### config.mk
export PLATFORM = sky130hd
export DESIGN_NAME = fetch_unit_flat
export DESIGN_NICKNAME = d
export VERILOG_FILES = /design/src/rtl/cpu_pkg.sv /design/src/rtl/fetch_unit_if.sv /design/src/rtl/fetch_queue.sv /design/src/rtl/fetch_unit.sv /design/src/flat_wrapper.sv
export SDC_FILE = /design/constraint.sdc
export NUM_CORES = 1
export LEC_CHECK = 0
export ABC_AREA = 1
export CAP_MARGIN = 20
export CORE_UTILIZATION = 30
export CTS_BUF_LIST = sky130_fd_sc_hd__clkbuf_4 sky130_fd_sc_hd__clkbuf_8
export CTS_CLUSTER_SIZE = 30
export DETAILED_ROUTE_END_ITERATION = 12
export PLACE_DENSITY = 0.53
export RECOVER_POWER = 100
export SLEW_MARGIN = 20
export SYNTH_ARGS = -nofsm -noshare
export SYNTH_HDL_FRONTEND = slang
export SYNTH_SLANG_ARGS = --single-unit
### constraint.sdc
create_clock -name i_clk -period 3.2 [get_ports i_clk]
set_input_delay 0.64 -clock i_clk [delete_from_list [all_inputs] [get_ports i_clk]]
set_output_delay 0.64 -clock i_clk [all_outputs]
set_load 0.1 [all_outputs]
### src/rtl/cpu_pkg.sv
// Shared widths, constants and types for the instruction fetch stage.
package cpu_pkg;

   localparam int AW          = 8;
   localparam int IW          = 16;
   localparam int FETCH_DEPTH = 2;

   localparam logic [AW-1:0] RESET_PC = 8'h00;
   localparam logic [3:0]    HALT_OP  = 4'hF;

   typedef enum logic {
      RUN    = 1'b0,
      HALTED = 1'b1
   } fetch_state_e;

   typedef struct packed {
      logic [IW-1:0] instr;
      logic [AW-1:0] pc;
   } fetch_entry_t;

   function automatic logic [3:0] opcode_of(input logic [IW-1:0] instr);
      return instr[IW-1 -: 4];
   endfunction

endpackage

### src/rtl/fetch_unit_if.sv
// Fetch-stage bus: pc register, instruction ROM, branch redirect and decode handshake.
interface fetch_unit_if;
   import cpu_pkg::*;

   logic [AW-1:0] pc_in;
   logic [AW-1:0] next_pc;
   logic [AW-1:0] imem_addr;
   logic [IW-1:0] imem_rdata;
   logic          branch_taken;
   logic [AW-1:0] branch_target;
   logic          out_valid;
   logic          out_ready;
   logic [IW-1:0] out_instr;
   logic [AW-1:0] out_pc;
   logic          halted;

   // master: the fetch unit itself; slave: pc register, ROM, execute and decode
   modport master (
      input  pc_in, imem_rdata, branch_taken, branch_target, out_ready,
      output next_pc, imem_addr, out_valid, out_instr, out_pc, halted
   );

   modport slave (
      output pc_in, imem_rdata, branch_taken, branch_target, out_ready,
      input  next_pc, imem_addr, out_valid, out_instr, out_pc, halted
   );

endinterface

### src/rtl/fetch_queue.sv
// Register-based FIFO of {instr, pc} with flush; head is always visible.
module fetch_queue
   import cpu_pkg::*;
#(
   parameter  int DEPTH = FETCH_DEPTH,
   localparam int PW    = $clog2(DEPTH),
   localparam int CW    = PW + 1
) (
   input  logic         i_clk,
   input  logic         i_rst_n,
   input  logic         i_push,
   input  logic         i_pop,
   input  logic         i_flush,
   input  fetch_entry_t i_entry,
   output logic [CW-1:0] o_count,
   output fetch_entry_t o_head
);

   fetch_entry_t  r_mem [DEPTH];
   logic [PW-1:0] r_wr_ptr;
   logic [PW-1:0] r_rd_ptr;
   logic [CW-1:0] r_count;
   logic          w_push;
   logic          w_pop;

   // flush overrides both sides, so a push on the flush edge is dropped
   assign w_push = i_push & ~i_flush;
   assign w_pop  = i_pop & ~i_flush & (r_count != '0);

   always_ff @(posedge i_clk) begin
      if (!i_rst_n) begin
         for (int i = 0; i < DEPTH; i++) begin
            r_mem[i] <= '0;
         end
      end else if (w_push) begin
         r_mem[r_wr_ptr] <= i_entry;
      end
   end

   always_ff @(posedge i_clk) begin
      if (!i_rst_n || i_flush) begin
         r_wr_ptr <= '0;
         r_rd_ptr <= '0;
         r_count  <= '0;
      end else begin
         if (w_push) begin
            r_wr_ptr <= r_wr_ptr + PW'(1);
         end
         if (w_pop) begin
            r_rd_ptr <= r_rd_ptr + PW'(1);
         end
         case ({w_push, w_pop})
            2'b10:   r_count <= r_count + CW'(1);
            2'b01:   r_count <= r_count - CW'(1);
            default: r_count <= r_count;
         endcase
      end
   end

   assign o_count = r_count;
   assign o_head  = r_mem[r_rd_ptr];

   a_no_overflow: assert property (@(posedge i_clk) disable iff (!i_rst_n)
      w_push |-> (r_count != CW'(DEPTH)));

endmodule

### src/rtl/fetch_unit.sv
// Instruction fetch: drives the pc register, reads the 1-cycle ROM, queues and hands off to decode.
module fetch_unit
   import cpu_pkg::*;
#(
   parameter int DEPTH = FETCH_DEPTH
) (
   input  logic          i_clk,
   input  logic          i_rst_n,
   fetch_unit_if.master  io_fetch
);

   localparam int CW = $clog2(DEPTH) + 1;

   fetch_state_e  r_state;
   logic          r_inflight;
   logic [AW-1:0] r_inflight_pc;

   logic [CW-1:0] w_count;
   logic [CW:0]   w_occupancy;
   fetch_entry_t  w_head;
   fetch_entry_t  w_push_entry;
   logic          w_valid;
   logic          w_pop;
   logic          w_issue;
   logic          w_push;
   logic          w_halt_push;
   logic [AW-1:0] w_next_pc;

   assign w_valid = (w_count != '0);
   assign w_pop   = w_valid & io_fetch.out_ready;

   // only issue when the response is guaranteed a queue slot on arrival
   assign w_occupancy = {1'b0, w_count} + (CW+1)'(r_inflight) - (CW+1)'(w_pop);
   assign w_issue     = (r_state == RUN) & ~io_fetch.branch_taken
                        & (w_occupancy < (CW+1)'(DEPTH));

   // a response that arrives after halt has been taken is past the halt and is dropped
   assign w_push       = r_inflight & ~io_fetch.branch_taken & (r_state == RUN);
   assign w_halt_push  = w_push & (opcode_of(io_fetch.imem_rdata) == HALT_OP);
   assign w_push_entry = '{instr: io_fetch.imem_rdata, pc: r_inflight_pc};

   always_comb begin
      w_next_pc = io_fetch.pc_in;
      if (!i_rst_n) begin
         w_next_pc = RESET_PC;
      end else if (io_fetch.branch_taken) begin
         w_next_pc = io_fetch.branch_target;
      end else if (w_issue) begin
         w_next_pc = io_fetch.pc_in + AW'(1);
      end
   end

   always_ff @(posedge i_clk) begin
      if (!i_rst_n) begin
         r_state       <= RUN;
         r_inflight    <= 1'b0;
         r_inflight_pc <= '0;
      end else begin
         r_inflight    <= w_issue;
         r_inflight_pc <= io_fetch.pc_in;
         if (io_fetch.branch_taken) begin
            r_state <= RUN;
         end else if (w_halt_push) begin
            r_state <= HALTED;
         end
      end
   end

   fetch_queue #(
      .DEPTH (DEPTH)
   ) u_queue (
      .i_clk   (i_clk),
      .i_rst_n (i_rst_n),
      .i_push  (w_push),
      .i_pop   (w_pop),
      .i_flush (io_fetch.branch_taken),
      .i_entry (w_push_entry),
      .o_count (w_count),
      .o_head  (w_head)
   );

   assign io_fetch.next_pc   = w_next_pc;
   assign io_fetch.imem_addr = io_fetch.pc_in;
   assign io_fetch.out_valid = w_valid;
   assign io_fetch.out_instr = w_head.instr;
   assign io_fetch.out_pc    = w_head.pc;
   assign io_fetch.halted    = (r_state == HALTED);

endmodule

### src/flat_wrapper.sv
// flat-port wrapper written by rule: the top's interface ports become plain ports
module fetch_unit_flat import cpu_pkg::*;
#(
   parameter int DEPTH = FETCH_DEPTH
)
  (i_clk, i_rst_n, io_fetch_pc_in, io_fetch_imem_rdata, io_fetch_branch_taken, io_fetch_branch_target, io_fetch_out_ready, io_fetch_next_pc, io_fetch_imem_addr, io_fetch_out_valid, io_fetch_out_instr, io_fetch_out_pc, io_fetch_halted);
  fetch_unit_if io_fetch_i ();
  input  logic i_clk;
  input  logic i_rst_n;
  input wire logic [$bits(io_fetch_i.pc_in)-1:0] io_fetch_pc_in;
  input wire logic [$bits(io_fetch_i.imem_rdata)-1:0] io_fetch_imem_rdata;
  input wire logic [$bits(io_fetch_i.branch_taken)-1:0] io_fetch_branch_taken;
  input wire logic [$bits(io_fetch_i.branch_target)-1:0] io_fetch_branch_target;
  input wire logic [$bits(io_fetch_i.out_ready)-1:0] io_fetch_out_ready;
  output wire logic [$bits(io_fetch_i.next_pc)-1:0] io_fetch_next_pc;
  output wire logic [$bits(io_fetch_i.imem_addr)-1:0] io_fetch_imem_addr;
  output wire logic [$bits(io_fetch_i.out_valid)-1:0] io_fetch_out_valid;
  output wire logic [$bits(io_fetch_i.out_instr)-1:0] io_fetch_out_instr;
  output wire logic [$bits(io_fetch_i.out_pc)-1:0] io_fetch_out_pc;
  output wire logic [$bits(io_fetch_i.halted)-1:0] io_fetch_halted;
  assign io_fetch_i.pc_in = io_fetch_pc_in;
  assign io_fetch_i.imem_rdata = io_fetch_imem_rdata;
  assign io_fetch_i.branch_taken = io_fetch_branch_taken;
  assign io_fetch_i.branch_target = io_fetch_branch_target;
  assign io_fetch_i.out_ready = io_fetch_out_ready;
  assign io_fetch_next_pc = io_fetch_i.next_pc;
  assign io_fetch_imem_addr = io_fetch_i.imem_addr;
  assign io_fetch_out_valid = io_fetch_i.out_valid;
  assign io_fetch_out_instr = io_fetch_i.out_instr;
  assign io_fetch_out_pc = io_fetch_i.out_pc;
  assign io_fetch_halted = io_fetch_i.halted;
  fetch_unit #(.DEPTH(DEPTH)) u_core (.i_clk(i_clk), .i_rst_n(i_rst_n), .io_fetch(io_fetch_i));
endmodule
* Word-level counts from Yosys, hierarchy flattened
Memories as Yosys holds them, arrays and structs flattened. A register that Yosys moved wholly into a read port is not among the register bits. Cells that the tools add are included.
Storage, ports and cells: flip-flop bits (word level) 14, bits in writable memories 48, bits of input ports 36, output and inout port bits 42, memories kept 1
Memory list:
- u_core.u_queue.r_mem | depth 2, bits a word 24, rd ports 1, clocked after Yosys merged registers in 1, wr ports 2, RTL line fetch_queue.sv:19 | fetch_entry_t r_mem [DEPTH];
Cells by class: $add $sub $neg 7, magnitude comparators 1, equal/unequal tests 3, multiplexer cells 13, bitwise gates (word level) 12, reductions and logical operators 6
Operators by type and width (count):
- $mux W24 | 1
- $mux W8 | 3
- $reduce_or A24 Y1 | 1
- $and A1 B1 Y1 | 9
- $add A8 B1 Y8 const B | 1
- $mux W1 | 8
- $eq A4 B4 Y1 const B | 1
- $pmux W2 S2 | 1
- $reduce_bool A2 Y1 | 2
- $add A2 B1 Y3 | 1
- $lt A3 B2 Y1 const B | 1
- $not A1 Y1 | 3
- $sub A3 B1 Y3 | 1
- $add A1 B1 Y1 const B | 2
- $add A2 B1 Y2 const B | 1
- $eq A2 B1 Y1 const B | 1
- $eq A2 B2 Y1 const B | 1
- $reduce_or A2 Y1 | 1
- $sub A2 B1 Y2 const B | 1
- $logic_not A1 Y1 | 1
- $logic_or A1 B1 Y1 | 1

* Depth between registers and ports, before layout
word-level depth 9, mapped depth 16, gate-level depth less buffers 16

* Hierarchy
From an unflattened synthesis, not the netlist that was laid out.
Second synthesis, totals: cell total of the unflattened synthesis 319, area, all modules 3109.2 um2
By module, submodules not included:
- fetch_queue | instances 1, cells an instance 191, area each 2313.5 um2, seq. area each 1541.5 um2
- fetch_unit | instances 1, cells an instance 128, area each 795.8 um2, seq. area each 200.2 um2

* Worst setup path after synthesis
OpenSTA, ideal clock, no wires.
path type register -> output, from register u_core.u_queue.r_count[1] (netlist: u_core.u_queue.o_count[1]), to output io_fetch_next_pc[3], arrival 4.556 ns, path slack -1.996 ns, cell stages (with the launch flop) 13, path buffers 1, cell sequence dfxtp_1 > inv_1 > nand2_1 > nand2_1 > inv_1 > ha_1 > or2_2 > fa_1 > nand2_2 > nor2_4 > buf_6 > nand3_1 > a31oi_1
Between the ends: cells in the longest elaborated chain, start to end 8, elaborated cells on any way between the ends 9, those cells by class add/sub: 2; order compare: 1; mux: 3; bitwise: 2; reduce/logical: 1
Ends and longest elaborated chain:
- from (decl) | RTL line fetch_queue.sv:22 | logic [CW-1:0] r_count;
- from (signal assigned) | RTL line fetch_queue.sv:53 | 2'b10: r_count <= r_count + CW'(1);
- from (signal assigned) | RTL line fetch_queue.sv:54 | 2'b01: r_count <= r_count - CW'(1);
- from (signal assigned) | RTL line fetch_queue.sv:55 | default: r_count <= r_count;
- $reduce_bool A2 Y1 | RTL line fetch_unit.sv:29 | assign w_valid = (w_count != '0);
- net io_fetch_out_valid | RTL line flat_wrapper.sv:17 | output wire logic [$bits(io_fetch_i.out_valid)-1:0] io_fetch_out_valid;
- $and A1 B1 Y1 | RTL line fetch_unit.sv:30 | assign w_pop = w_valid & io_fetch.out_ready;
- $sub A3 B1 Y3 | RTL line fetch_unit.sv:33 | assign w_occupancy = {1'b0, w_count} + (CW+1)'(r_inflight) - (CW+1)'(w_pop);
- $lt A3 B2 Y1 | RTL line fetch_unit.sv:35 | & (w_occupancy < (CW+1)'(DEPTH));
- $and A1 B1 Y1 | RTL line fetch_unit.sv:35
- $mux W8 | RTL line fetch_unit.sv:48 | end else if (w_issue) begin
- $mux W8 | RTL line fetch_unit.sv:46 | end else if (io_fetch.branch_taken) begin
- $mux W8 | RTL line fetch_unit.sv:44 | if (!i_rst_n) begin
- to (decl) | RTL line flat_wrapper.sv:15 | output wire logic [$bits(io_fetch_i.next_pc)-1:0] io_fetch_next_pc;
The timed path passes the listed nets, and every way through them passes these cells.

* Final worst setup path
from register u_core.u_queue.r_count[1] (netlist: u_core.u_queue.o_count[1]), to output io_fetch_next_pc[7]
Between the ends: cells in the longest elaborated chain, start to end 8, elaborated cells on any way between the ends 9, those cells by class add/sub: 2; order compare: 1; mux: 3; bitwise: 2; reduce/logical: 1
Ends and longest elaborated chain (RTL line):
- parallel branches: the longest is 2 deep, another holds $add A2 B1 Y3
- $sub A3 B1 Y3 * | fetch_unit.sv:33
- $lt A3 B2 Y1 * | fetch_unit.sv:35
- $and A1 B1 Y1 * | fetch_unit.sv:35
- $mux W8 * | fetch_unit.sv:48
- $mux W8 * | fetch_unit.sv:46
- $mux W8 * | fetch_unit.sv:44
Mark *: on every way between the ends.

==> summary by stage <==
Timing
On the final layout, the worst hold slack is 476 ps. The final setup slack of the worst path is -200 ps. The final max-slew violation count is 0. The final hold violation count is 0. The post-layout minimum cycle time is 3400 ps. The maximum clock skew at final layout is 5.49 ps. Setup violations remaining at the end of the flow were counted as 8. Measured against its own limit, the worst slew margin works out to 0.167. For the pin with the worst max-slew slack, the measured transition is 1250 ps. The share of the clock period used by the worst path is 1.06. Timing would allow up to 0.294 GHz. Setup repair after global routing could not meet its margin everywhere.

Synthesis
The async set-reset flop share out of synthesis is 0. The share of synthesized area in the top cell type comes to 0.477. The synthesized netlist contains 27 unique library cells. In this run, synthesis inferred 48 flip-flops with an integrated enable. Synthesis inferred 63 register bits. Of the synthesized area, sequential elements account for 0.577. Sorting the synthesized cells by how often they occur yields nor2_1 (58), inv_1 (54), edfxtp_1 (48). Yosys attributes the largest share of cell area to edfxtp_1 (48%), dfxtp_1 (9.9%), mux2_2 (9.0%). The average size of a mapped cell is 9.90 um2. The synthesized design spends more area on one cell type than any other, namely edfxtp_1. In the post-synthesis netlist, the cell with the most instances is nor2_1. The total nets after synthesis is 345. The cell area after synthesis is 3020 um2. The post-synthesis cell count is 305.

In the synthesized netlist the dominant register cell turns out to be edfxtp_1. The total of warnings raised by yosys is 0.

Placement
At the end of routability-driven placement, the weighted congestion stood at 0.757. Port buffering added 77 buffers. After detailed placement, the design holds a cell count of 512. The placed wire-length estimate is 4270 um.

GRT
Entering global routing, the biggest net connects 25 pins. For this run, the total global-route usage over all layers was measured as 0.134. The number of global-route vias before repair is 2271. The initial antenna violation count is 0. The total overflow left after global routing is 0. The wire length of the first global-routing pass is 10500 um.

Pwr
The reported leakage power is 1.89 nW. The maximum vdd ir drop is 0.221 mV. For this design the ratio of total power to cell area is 467 nW/um2.

Routing
The detailed router finished its first iteration with 57 violations. In this run the remaining antenna-violating nets after routing total 0. The remaining design rule violation count is 0. For this block, the via count after detailed routing is 2284. The average routed wire per standard cell is 12.1 um.

The final layout contains routed wiring with a total length of 6480 um. The total iterations of the first detailed-routing run is 4. The mean number of vias per cell is 4.26.

Floorplanning
The die outline area is 10500 um2. The overall die width is 102 um. For this configuration, the core starts out at a cell density of 0.309. The area inside the core boundary is 9770 um2. The die boundary height is 102 um. The floorplan row count is 36. The boundary pin count is 78.

Clock tree
The number of levels the H-tree was split into is 3. The clock sink count is 63. The TritonCTS clock tree is yes. The root buffer cell chosen for the clock tree is clkbuf_8.

The number of buffers added by the clock tree synthesis step is 9. Clock-pin slew was measured on the worst setup and hold paths at 60 ps. In this run, post-CTS hold repair placed 0 buffers. The clock latency at the later pin of the worst-skew pair is 330 ps.

Counting along the longest clock path gives a buffer depth of 2.

Critical path
The worst setup path is captured at an output port. STA classifies the critical path startpoint as a flip-flop. The start-to-end type of the worst setup path is flip-flop to output port. The required time at the endpoint of the critical path is 2560 ps.

The worst endpoint data arrival time is 2760 ps. The maximum fanout encountered on the critical timing path is 7.

Final layout
Of the cells placed in the final design, the portion with a size suffix greater than 1 is 0.360. The number of antenna diodes in the final layout is 0. The number of nets in the layout is 438. Excluding fillers, the count of instances in the completed layout stands at 536.

From synthesis to final layout, the design area changed by 46.9%. The filler cells instantiated in the layout total 974.

Run
Across the run, the number of max-cap violations was 0.

Min path
The class of the tightest hold or removal check is flip-flop to flip-flop.

Status
The checks that failed: negative setup slack. The run finished, with violations left.
cells by family (layout without fill, tap and decap cells):
logic type / count (synthesis) / in the layout / share of synthesized area
adder cells (fa/ha/maj): 4 / 4 / 0.0191
multiplexers: 24 / 24 / 0.0895
flip-flops: 63 / 63 / 0.577
AND/OR/NAND/NOR: 117 / 117 / 0.162
buffers and inverters: 73 / 171 / 0.112
AO/OA/AOI/OAI: 24 / 24 / 0.0406
cell type report:
type                            count  area (um2)  area share
Multi-Input combinational cell    169        1150       0.258
Tap cell                          133         166      0.0375
Clock inverter                      5        48.8      0.0110
Clock buffer                       11         139      0.0313
Sequential cell                    63        1750       0.394
Inverter                           54         224      0.0505
Timing Repair Buffer              101         963       0.217
flip-flops by register name (all words and copies together) (netlist names), named ones only:
signal / cells
u_core.r_inflight: 1
u_core.r_inflight_pc: 8
u_core.u_queue.r_mem: 48
u_core.u_queue.r_wr_ptr: 1
u_core.u_queue.r_rd_ptr: 1
u_core.io_fetch.halted: 1
u_core.u_queue.o_count: 2
critical path, cell delays in order, from the launching register on:
cell	delay, ps
dfxtp_4	360
inv_6	70
nand2_8	60
nand2_8	60
inv_4	30
ha_4	190
or2_4	230
fa_2	530
nand2_2	60
nor2_4	210
buf_6	140
nand4_1	80
nand3_2	90
nand2_2	70
clkinvlp_4	80
buf_12	160
path summary, 6_finish.rpt:
| path | cells past startpoint | start | slack (ps) | to |
|---|---|---|---|---|
| max | 15 | u_core.u_queue.o_count[1]$_SDFFE_PP0P_ | -200 | io_fetch_next_pc[7] |
| min | 2 | u_core.u_queue.r_rd_ptr$_SDFFE_PP0P_ | 480 | u_core.u_queue.r_rd_ptr$_SDFFE_PP0P_ |
| max reg2reg | 13 | u_core.u_queue.o_count[1]$_SDFFE_PP0P_ | 930 | u_core.r_inflight$_SDFF_PN0_ |
| min reg2reg | 2 | u_core.u_queue.r_rd_ptr$_SDFFE_PP0P_ | 480 | u_core.u_queue.r_rd_ptr$_SDFFE_PP0P_ |
per-layer routing:
metal,global-route usage,share of wire
met5,0,0
met4,0.0495,0.014
met3,0.0492,0.060
met2,0.231,0.49
met1,0.152,0.44
where the power goes:
part / switching [mW] / internal, mW / leakage, nW
registers: 0.00768 / 0.911 / 0.620
clock network: 0.280 / 0.370 / 0.101
logic: 0.345 / 0.156 / 1.17
total: 0.633 / 1.44 / 1.89
stage by stage:
step	utilization	total power, mW	cell area, um2	TNS (ps)	worst slack (ps)
finish	0.454	2.07	4430	-1390	-200
global route	0.454	2.16	4430	-2450	-345
CTS	0.452	2.10	4420	-1940	-265
detailed placement	0.422	1.43	4130	-4960	-637
global placement	0.422	1.43	4130	-4610	-593
floorplan	-	1.27	3170	-772	-145
placed cells by master, fill, tap and decap left out, types with 3 or more instances in the layout:
| cell | count |
|---|---|
| dfxtp_1 | 13 |
| clkinv_2 | 3 |
| a21oi_1 | 6 |
| nor2_1 | 57 |
| clkbuf_2 | 3 |
| edfxtp_1 | 48 |
| clkbuf_1 | 5 |
| inv_1 | 47 |
| nand2_2 | 12 |
| clkdlybuf4s50_1 | 32 |
| nand2_1 | 27 |
| mux2_2 | 24 |
| buf_12 | 11 |
| nand3_2 | 5 |
| buf_4 | 44 |
| o21ai_0 | 9 |
| o21ai_4 | 3 |
| nand3_1 | 3 |
| clkbuf_8 | 9 |
| clkinvlp_4 | 3 |
| buf_6 | 3 |
what timing repair did:
action                                  4_1_cts  5_1_grt
endpoints found under the setup margin        8        8
endpoints found under the hold margin         0        0
resized for setup                            26        5
pin swaps                                     9       13
buffers inserted                              5        3
gates cloned                                  0        0
Note: power is estimated with default switching activity, not from simulation.
==> patch, RTL diff (same flow settings) <==
The package constant `IW` goes from 16 to 17.
--- a/src/rtl/cpu_pkg.sv
+++ b/src/rtl/cpu_pkg.sv
@@ -3,5 +3,5 @@
 
    localparam int AW          = 8;
-   localparam int IW          = 16;
+   localparam int IW          = 17;
    localparam int FETCH_DEPTH = 2;
 
Ports: changed (resized io_fetch_imem_rdata and io_fetch_out_instr); port bits go from 78 to 80. No check against the original RTL was run, so the function may have changed too.
==> patch against the original RTL <==
- the flow still finishes with violations (negative setup slack)
- fmax is 0.78% higher
- setup slack better by 0.026 ns
- critical path type unchanged
- power is 8.6% higher
- design area is 7.7% higher
- sequential share of layout area is 1.6 points lower
- sequential cell count is 2 higher
- clock power is 16% higher
- via count is 1.1% higher
- synthesized cell count is 1.6% higher
- critical endpoint is now io_fetch_next_pc[5]
- wire length is 3.0% higher
- sequential power is 3.2% higher
- synthesized area is 2.7% higher
==> patch: results (changes against the original RTL) <==
placed_design:
  hpwl_um: 4370  # +2.3%
  dp.cells: 519  # +1.4%
  numPortBuffers: 79  # +2.6%
  dp_slack_ns: -0.595  # +0.0427 ns
drt:
  wl_per_cell_um: 12.4  # +2.2%
  vias: 2310  # +1.1%
  drt-vias-per-instance: 4.28  # +0.39%
sta:
  finalWorstSetupSlack_ns: -0.174  # +0.0264 ns
  finalSetupViolations: 8  # unchanged
  setup-tns-final_ns: -1.24  # +0.158 ns
  finClkSkew_ns: 0.00717  # +0.00168 ns
yosys:
  synth_edf_count: 50  # +4.2%
  synth_mux_area_share_pct: 9.08  # +0.13 points
  synth-compound-area-share_pct: 4.04  # -0.026 points
  syn_nets: 351  # +1.7%
  synthTopCellsByArea: "edfxtp_1 48%, dfxtp_1 9.7%, mux2_2 9.1%"
  synthCells: 310  # +1.6%
  yosys-top-cells-count: "60 x nor2_1, 54 x inv_1, 50 x edfxtp_1, 41 x nand2_1, 25 x mux2_2"
final_layout:
  clk_share_pct: 4.56  # +0.32 points
  fillers: 921  # -5.4%
  sh_seq_area_pct: 37.8  # -1.6 points
global_routing:
  grt_max_degree: 26  # +4.0%
status:
  status: "complete, but fails checks"
  violations: "negative setup slack"
power_and_ir_drop:
  ir_worst_vdd_mv: 0.171  # -23%
[patch: cell types whose count changed in the layout (fill, tap and decap cells not counted), moves of 4 or more]
cell	before	now
clkbuf_1	5	10
nand2_1	27	31
buf_12	11	33
mux2_2	24	1
buf_4	44	14
nand2_2	12	7
mux2_1	0	24
[patch: path summary, 6_finish.rpt]
check,end,slack (ns)
worst max register to register,u_core.r_inflight,0.95
worst min register to register,u_core.u_queue.r_rd_ptr,0.48
worst max-delay path,io_fetch_next_pc[5],-0.17
worst min-delay path,u_core.u_queue.r_rd_ptr,0.48
[patch: logic make-up (layout without fill, tap and decap cells)]
kind of cell / count (synthesis) / after routing
AND/OR/NAND/NOR: 119 / 120
buffers and inverters: 73 / 169
flip-flops: 65 / 65
multiplexers: 25 / 25
AO/OA/AOI/OAI: 24 / 24
adder cells (fa/ha/maj): 4 / 4
[patch: power by group through the flow]
stage	clock, mW	combinational (mW)	sequential [mW]
2_1_floorplan	0	0.347	0.966
3_3_place_gp	0	0.550	0.967
3_5_place_dp	0	0.551	0.968
4_1_cts	0.778	0.561	0.948
5_1_grt	0.812	0.575	0.952
6_report	0.753	0.548	0.948
[patch: per-layer routing]
metal	share of wire [%]	routed length, um	GRT usage, %
met1	43	2900	14.9
met2	49	3270	23.7
met3	5.8	390	3.59
met4	1.7	116	6.73
met5	0	0	0
[patch: what timing repair did]
action | CTS | global route
setup endpoints to repair | 8 | 8
gates cloned | 1 | 0
resized for setup | 16 | 7
pin swaps | 5 | 5
setup buffers | 3 | 1
endpoints found under the hold margin | 0 | 0
